`config.mk`:
```
export PLATFORM = sky130hd
export DESIGN_NAME = regfile_param
export DESIGN_NICKNAME = d
export VERILOG_FILES = /design/src/rtl/regfile_pkg.sv /design/src/rtl/regfile_clr_seq.sv /design/src/rtl/regfile_param.sv
export SDC_FILE = /design/constraint.sdc
export NUM_CORES = 1
export LEC_CHECK = 0
export CAP_MARGIN = 5
export CORE_ASPECT_RATIO = 1.25
export CORE_UTILIZATION = 42
export DETAILED_ROUTE_END_ITERATION = 12
export GPL_ROUTABILITY_DRIVEN = 0
export SYNTH_ARGS = -nofsm -noshare
export SYNTH_HDL_FRONTEND = slang
export SYNTH_HIERARCHICAL = 1
export SYNTH_SLANG_ARGS = --single-unit
```
`constraint.sdc`:
```
create_clock -name clk -period 6.8 [get_ports clk]
set_input_delay 1.36 -clock clk [delete_from_list [all_inputs] [get_ports clk]]
set_output_delay 1.36 -clock clk [all_outputs]
set_load 0.03 [all_outputs]
```
`src/rtl/regfile_pkg.sv`:
```
// Shared definitions for the parameterised register file: the clear-sequencer
// state encoding and the default data/address widths.
package regfile_pkg;

    localparam int DEFAULT_DATA_W = 32;
    localparam int DEFAULT_ADDR_W = 5;

    typedef enum logic {
        IDLE  = 1'b0,
        CLEAR = 1'b1
    } clrState_e;

endpackage

```
`src/rtl/regfile_clr_seq.sv`:
```
// Clear sequencer for the register file. Walks an index over every entry,
// one per cycle, while asserting a write-enable so the storage zeroes that
// entry. Entered on reset or on a clear request; requests made while a clear
// is already running are ignored.
module regfile_clr_seq
    import regfile_pkg::*;
#(
    parameter int ADDR_W = DEFAULT_ADDR_W
) (
    input  logic              clk,
    input  logic              rst,
    input  logic              clear_req,
    output logic              busy,
    output logic              clr_we,
    output logic [ADDR_W-1:0] clr_idx
);

    clrState_e         state_q, state_d;
    logic [ADDR_W-1:0] clrIdx_q, clrIdx_d;

    // State and index registers; reset restarts the clear from entry 0.
    always_ff @(posedge clk) begin
        if (rst) begin
            state_q  <= CLEAR;
            clrIdx_q <= '0;
        end else begin
            state_q  <= state_d;
            clrIdx_q <= clrIdx_d;
        end
    end

    // Next-state logic: leave CLEAR on the cycle after the last entry is zeroed.
    always_comb begin
        state_d  = state_q;
        clrIdx_d = clrIdx_q;
        unique case (state_q)
            IDLE: begin
                if (clear_req) begin
                    state_d  = CLEAR;
                    clrIdx_d = '0;
                end
            end
            CLEAR: begin
                if (&clrIdx_q) begin
                    state_d  = IDLE;
                    clrIdx_d = '0;
                end else begin
                    clrIdx_d = clrIdx_q + 1'b1;
                end
            end
            default: begin
                state_d  = CLEAR;
                clrIdx_d = '0;
            end
        endcase
    end

    assign busy    = (state_q == CLEAR);
    assign clr_we  = (state_q == CLEAR);
    assign clr_idx = clrIdx_q;

endmodule

```
`src/rtl/regfile_param.sv`:
```
// Parameterised register file with one write port, two combinational read
// ports and a sequential clear. Entry 0 may be hardwired to zero (ZERO_REG).
// Optional feature macro: REGFILE_BYPASS_EN -- when defined, a write that
// commits this cycle is forwarded to any read port addressing the same entry.
module regfile_param
    import regfile_pkg::*;
#(
    parameter int DATA_W   = DEFAULT_DATA_W,
    parameter int ADDR_W   = DEFAULT_ADDR_W,
    parameter int ZERO_REG = 1
) (
    input  logic              clk,
    input  logic              rst,
    input  logic              wr_en,
    input  logic [ADDR_W-1:0] wr_addr,
    input  logic [DATA_W-1:0] wr_data,
    output logic              wr_ready,
    input  logic [ADDR_W-1:0] rd_addr1,
    input  logic [ADDR_W-1:0] rd_addr2,
    output logic [DATA_W-1:0] rd_data1,
    output logic [DATA_W-1:0] rd_data2,
    input  logic              clear_req,
    output logic              busy
);

    localparam int DEPTH   = 2 ** ADDR_W;
    localparam bit ZERO_EN = (ZERO_REG != 0);

    logic [DATA_W-1:0] mem_q [DEPTH];
    logic              clrWe;
    logic [ADDR_W-1:0] clrIdx;
    logic              wrCommit;
    logic              wrStore;

    regfile_clr_seq #(
        .ADDR_W (ADDR_W)
    ) u_clrSeq (
        .clk       (clk),
        .rst       (rst),
        .clear_req (clear_req),
        .busy      (busy),
        .clr_we    (clrWe),
        .clr_idx   (clrIdx)
    );

    // A write commits only when the clear is idle and reset is not overriding it;
    // writes to a hardwired-zero entry 0 commit but never reach storage.
    assign wr_ready = ~busy;
    assign wrCommit = wr_en & wr_ready & ~rst;
    assign wrStore  = wrCommit & ~(ZERO_EN && (wr_addr == '0));

    // Storage update: the clear sequence owns the array while it runs.
    always_ff @(posedge clk) begin
        if (clrWe) begin
            mem_q[clrIdx] <= '0;
        end else if (wrStore) begin
            mem_q[wr_addr] <= wr_data;
        end
    end

    // Read port 1: optional same-cycle forwarding, then zero forcing while busy or for entry 0.
    always_comb begin
        rd_data1 = mem_q[rd_addr1];
`ifdef REGFILE_BYPASS_EN
        if (wrCommit && (rd_addr1 == wr_addr)) begin
            rd_data1 = wr_data;
        end
`endif
        if (busy || (ZERO_EN && (rd_addr1 == '0))) begin
            rd_data1 = '0;
        end
    end

    // Read port 2: same behaviour as port 1.
    always_comb begin
        rd_data2 = mem_q[rd_addr2];
`ifdef REGFILE_BYPASS_EN
        if (wrCommit && (rd_addr2 == wr_addr)) begin
            rd_data2 = wr_data;
        end
`endif
        if (busy || (ZERO_EN && (rd_addr2 == '0))) begin
            rd_data2 = '0;
        end
    end

endmodule
```
After elaboration in Yosys (flattened, before gate mapping)
Memories as Yosys holds them, arrays and structs flattened.
Index checks and enable logic that the tools add are counted.
{ "totals": {"register_bits": 6, "mem_bits_rw": 1024, "input_bits": 51, "word_cells": 34, "memories": 1} }
{ "memory_table": {"columns": ["name", "depth", "width", "rd", "rd_ports_with_merged_regs", "wr", "line", "text"], "rows": [
  ["mem_q", 32, 32, 2, 0, 1, "regfile_param.sv:29", "logic [DATA_W-1:0] mem_q [DEPTH];"]
]} }
{ "op_classes": {"addsub": 1, "eq_ne": 1, "n_mux": 16, "bitwise_logic": 6, "reduce_logical": 7} }
{ "ops": {"columns": ["cell", "n"], "rows": [
  ["two-way mux 32 bit", 3],
  ["OR reduction 32 bit", 1],
  ["logical NOT 5 bit", 3],
  ["two-way mux 5 bit", 3],
  ["one-hot mux 5 bit (2 select lines)", 1],
  ["two-way mux 1 bit", 8],
  ["adder 5 x 1 -> 5 bit (second input constant)", 1],
  ["AND reduction 5 bit", 1],
  ["bitwise AND 1 bit", 3],
  ["inverter 1 bit", 3],
  ["logical OR 1 bit", 2],
  ["!= test 2 x 1 -> 1 bit (second input constant)", 1],
  ["one-hot mux 1 bit (2 select lines)", 1]
]} }

Logic depth before layout (Yosys ltp)
{ "depth": {"depth_word": 9, "ltp_mapped": 9, "mapped_depth_nobuf": 6} }

By module
Netlist, hierarchy kept.
{ "modules_own_cells": {"columns": ["mod", "instances", "cells_each", "area_per_inst_um2", "seq_area_each_um2"], "rows": [
  ["regfile_param", 1, 2338, 47589.4, 30749.5],
  ["regfile_clr_seq", 1, 32, 295.3, 120.1]
]} }

Worst setup path before layout
Ideal clock, no wire load.
{ "synth_timing": {"path_kind": "input to register", "from": "input port rst", "to": "memory mem_q[3][0] (netlist bit), enable pin", "arrival_ps": 4733, "required_ps": 6339, "path_slack_ps": 1606, "path_stages": 4, "path_cell_list": "or4b_2 -> a21oi_2 -> o21ai_2 -> nor3_1"} }
{ "synth_via": {"elab_chain_len": 8, "elab_cells_between_ends": 9, "cone_classes": "5 x mux; 3 x bitwise; 1 x reduce/logical"} }
{ "synth_rtl": {"columns": ["item", "line", "text"], "rows": [
  ["start: declaration", "regfile_param.sv:13", "input logic rst,"],
  ["inverter 1 bit (*)", "regfile_param.sv:49", "assign wrCommit = wr_en & wr_ready & ~rst;"],
  ["bitwise AND 1 bit (*)", "regfile_param.sv:49", null],
  ["bitwise AND 1 bit (*)", "regfile_param.sv:50", "assign wrStore = wrCommit & ~(ZERO_EN && (wr_addr == '0));"],
  ["two-way mux 1 bit (*)", "regfile_param.sv:56", "end else if (wrStore) begin"],
  ["two-way mux 1 bit (*)", "regfile_param.sv:54", "if (clrWe) begin"],
  ["two-way mux 1 bit (not written as such) (*)", "regfile_param.sv:57", "mem_q[wr_addr] <= wr_data;"],
  ["OR reduction 32 bit (no line)", null, null],
  ["two-way mux 5 bit (no line) or two-way mux 1 bit (tied branches)", null, null],
  ["end: declaration", "regfile_param.sv:29", null]
]} }
Mark *: on every way between the ends. The rest lies on a longest branch, timed or not.

Worst setup path after layout
{ "layout_timing": {"from": "input port rd_addr1[3]", "to": "output port rd_data1[29]"} }
{ "layout_via": {"elab_chain_len": 3, "elab_cells_between_ends": 4, "cone_classes": "1 x mux; 2 x reduce/logical; 1 x memory"} }
{ "layout_rtl": {"columns": ["item", "line", "text"], "rows": [
  ["start: declaration", "regfile_param.sv:18", "input logic [ADDR_W-1:0] rd_addr1,"],
  ["branches (longest 2 deep; another with memory read (32 x 32 bit))", null, null],
  ["two-way mux 32 bit (*)", "regfile_param.sv:69", "if (busy || (ZERO_EN && (rd_addr1 == '0))) begin"],
  ["end: declaration", "regfile_param.sv:20", "output logic [DATA_W-1:0] rd_data1,"]
]} }
Mark *: on every way between the ends.

==> run_results.csv <==
group,metric,value,unit
sta,slew_viol_final,0,
critical_path,reg2reg_depth,7,
drt,drc_errors,0,
min_path,hp-class,"reg -> reg",
layout,drive_above_1_share,31.8,%
logic_synthesis,avgSynthCellArea,20.2,um2
drt,first_pass_iters,5,
sta,max_freq,158,MHz
global_route,overflow,0,
layout,final_cell_mix,"1024 x edfxtp_1, 443 x mux4_2, 256 x mux2i_1",
critical_path,worstReg2RegEnd,"mem_q[5][13]",
critical_path,setup.worst_path.start,"rd_addr1[3]",
floorplan,ios,117,
floorplan,initial_core_util,42.3,%
critical_path,critPathCaptureType,"output port",
sta,final-setup-viol-count,0,
critical_path,cp_cell_sequence,"clkdlybuf4s50_1 > buf_4 > nand3b_1 > o22ai_1 > a2111oi_0 > a211oi_1 > clkdlybuf4s50_1",
logic_synthesis,synth-edff-count,1024,
status,outcome,"finished clean",
clocking,cts_tree,"done",
critical_path,critical-path-max-stage-delay,1090,ps
power_and_ir_drop,p_leak,18.6,nW
power_and_ir_drop,power_density,255,mW/mm2
sta,finalHoldViolCount,0,
clocking,cts_inserted_buffers,109,
critical_path,cp-start-kind,"input pin",
critical_path,critPathMaxFanout,12,
logic_synthesis,syn_inst,2370,
clocking,clk_pin_slew,70,ps
clocking,cts_setup_buffers,0,
sta,finalCritPeriodShare,92.9,%
critical_path,rr_startpoint,"u_clrSeq/busy",
clocking,cts-resized-gates,0,
logic_synthesis,ys_async_sr_fraction,0,%
drt,routed_wl,151,mm
global_route,grt_pass1_wl,214,mm
global_route,grt_pass1_vias,28600,
layout,fin_nets,2605,
critical_path,worstPathRequired,5440,ps
logic_synthesis,synth-main-ff-cell,"edfxtp_1",
drt,via_count,27500,
floorplan,core-area,0.113,mm2
floorplan,row_count,138,
global_route,antenna_found_initial,5,
sta,rsz0062_at_grt,"no",
clocking,hold_buffers,0,
drt,antenna_left,0,
logic_synthesis,syn-num-nets,2424,
global_route,grt_max_degree,69,
critical_path,critPathArrivalTime,4960,ps
drt,via_per_inst,6.68,
critical_path,cp_common_cell,"clkdlybuf4s50_1",
drt,wire_per_inst,36.8,um
sta,tightest_slew,1240,ps
clocking,clock_path_buffers,3,
run,drv_cap,0,
floorplan,dieArea,0.115,mm2
clocking,clock_sinks,1030,
layout,fillers,9113,
place,place_hpwl,90.7,mm
logic_synthesis,yosysUniqueCellTypes,55,
global_route,grt_use_total,26.2,%
logic_synthesis,syn_area,0.0479,mm2
logic_synthesis,synth_warnings,6,
layout,layout_commonest_cell,"edfxtp_1",
critical_path,crit_end,"rd_data1[29]",
sta,slew-limit-headroom,15.2,%
power_and_ir_drop,max-vdd-ir-drop,0.228,mV
critical_path,critical_path_class,"in -> out",
critical_path,cp_slowest_cell,"a2111oi_0",
clocking,clk_latency,710,ps
clocking,clockRootBuffer,"clkbuf_16",
critical_path,ff2ff_setup_slack,3040,ps
place,port_buffers,116,
layout,antenna_cells,0,
power_and_ir_drop,power.total,14.0,mW
logic_synthesis,ys_seq_area_share,64.5,%
floorplan,die_w,304,um
sta,fin_setup_tns,0,ps
logic_synthesis,synth.ff_latch_count,1030,
layout,area_growth,15.2,%
drt,drt_iter0_drc,3244,
clocking,htreeDepth,3,
sta,fin_skew,28.9,ps
sta,period_needed,6320,ps
floorplan,die_h,380,um
[sequential cells by signal, indices dropped and copies added, names as in the netlist]
name / flops
mem_q: 1024
u_clrSeq/clr_idx: 5
u_clrSeq/busy: 1
[stage by stage]
step,cell area (um2),setup slack (ps),util (%),instances,hold WS [ps]
3_5_place_dp,51500,473,45.5,3910,557
4_1_cts,55200,480,48.8,4112,566
3_3_place_gp,51500,521,45.5,3910,548
6_report,55200,484,48.8,4112,561
5_1_grt,55200,473,48.8,4112,608
2_1_floorplan,47900,1610,-,2370,502
[how the worst min path moves through the flow]
stage / slack [ps] / end / startpoint / depth (start not counted)
6_report: 560 / u_clrSeq/clr_idx[3] / u_clrSeq/clr_idx[3] / 2
5_1_grt: 610 / u_clrSeq/clr_idx[3] / u_clrSeq/clr_idx[3] / 2
4_1_cts: 570 / u_clrSeq/clr_idx[3] / u_clrSeq/clr_idx[3] / 2
3_5_place_dp: 560 / u_clrSeq/clr_idx[3] / u_clrSeq/clr_idx[3] / 2
3_3_place_gp: 550 / u_clrSeq/clr_idx[3] / u_clrSeq/clr_idx[3] / 2
2_1_floorplan: 500 / u_clrSeq/clr_idx[3] / u_clrSeq/clr_idx[3] / 2
[final cells by class]
type	count	area (um2)	area share, %
Clock buffer	127	2860	5.18
Clock inverter	75	802	1.45
Inverter	5	18.8	0.0340
Multi-Input combinational cell	1141	16200	29.4
Sequential cell	1030	30900	56.0
Tap cell	1470	1840	3.33
Timing Repair Buffer	264	2570	4.67
[report_power, final]
part           leakage [nW]  internal [mW]  switching [mW]
registers              10.3           6.96          0.0347
logic                  6.55          0.400           0.510
clock network          1.78           3.61            2.54
[layer usage]
metal | part of all wire [%] | vias to the layer above | wire [um] | track usage [%]
met1 | 38 | 14900 | 57700 | 34.8
li1 | - | 10800 | - | -
met5 | 0 | - | 0 | 0
met4 | 3.4 | 0 | 5170 | 9.17
met2 | 50 | 1489 | 75900 | 43.9
met3 | 8.1 | 270 | 12300 | 4.13
[logic make-up (layout without fill, tap and decap cells)]
kind of cell | Yosys count | count (layout) | share of synthesized area (%)
adders and majority gates | 3 | 3 | 0.0784
buffers and inverters | 199 | 471 | 2.23
AOI/OAI and AO/OA | 312 | 312 | 5.28
and+or+nand+nor | 121 | 121 | 1.42
muxes | 705 | 705 | 26.5
DFF | 1030 | 1030 | 64.5
[critical path, delay by kind of cell]
| kind | cells | cell delay, ps |
|---|---|---|
| buf+inv | 3 | 1450 |
| compound gates | 3 | 1370 |
| simple gates | 1 | 750 |
[Yosys cell counts, types with 2 or more instances]
master,number,share of area (%)
mux4_1,6,0.33
ha_1,3,0.078
buf_1,8,0.063
clkbuf_1,77,0.60
a22oi_1,31,0.49
nand3_1,6,0.063
nor2_1,23,0.18
o22a_1,34,0.62
and2_1,33,0.43
mux4_2,443,21
mux2i_1,256,5.4
a211oi_1,30,0.47
buf_2,69,0.72
nand3b_1,4,0.063
edfxtp_1,1024,64
buf_4,22,0.34
a2111oi_0,12,0.22
buf_6,16,0.38
or3_1,3,0.039
nand2_1,6,0.047
a22o_1,31,0.57
o21ai_0,5,0.052
nor3b_1,4,0.063
nor2b_1,2,0.026
o22ai_1,31,0.41
dfxtp_1,6,0.25
a2111oi_2,19,0.60
or3b_2,2,0.037
o221ai_1,63,1.2
nor3_1,22,0.23
a31oi_1,5,0.065
buf_12,2,0.084
nand4_1,2,0.026
and3_1,3,0.039
or2_2,2,0.026
a211oi_2,2,0.052
a21oi_1,38,0.40
inv_1,5,0.039
nand2b_1,3,0.039
a32oi_1,2,0.037
Note: power is estimated with default switching activity, not from simulation.
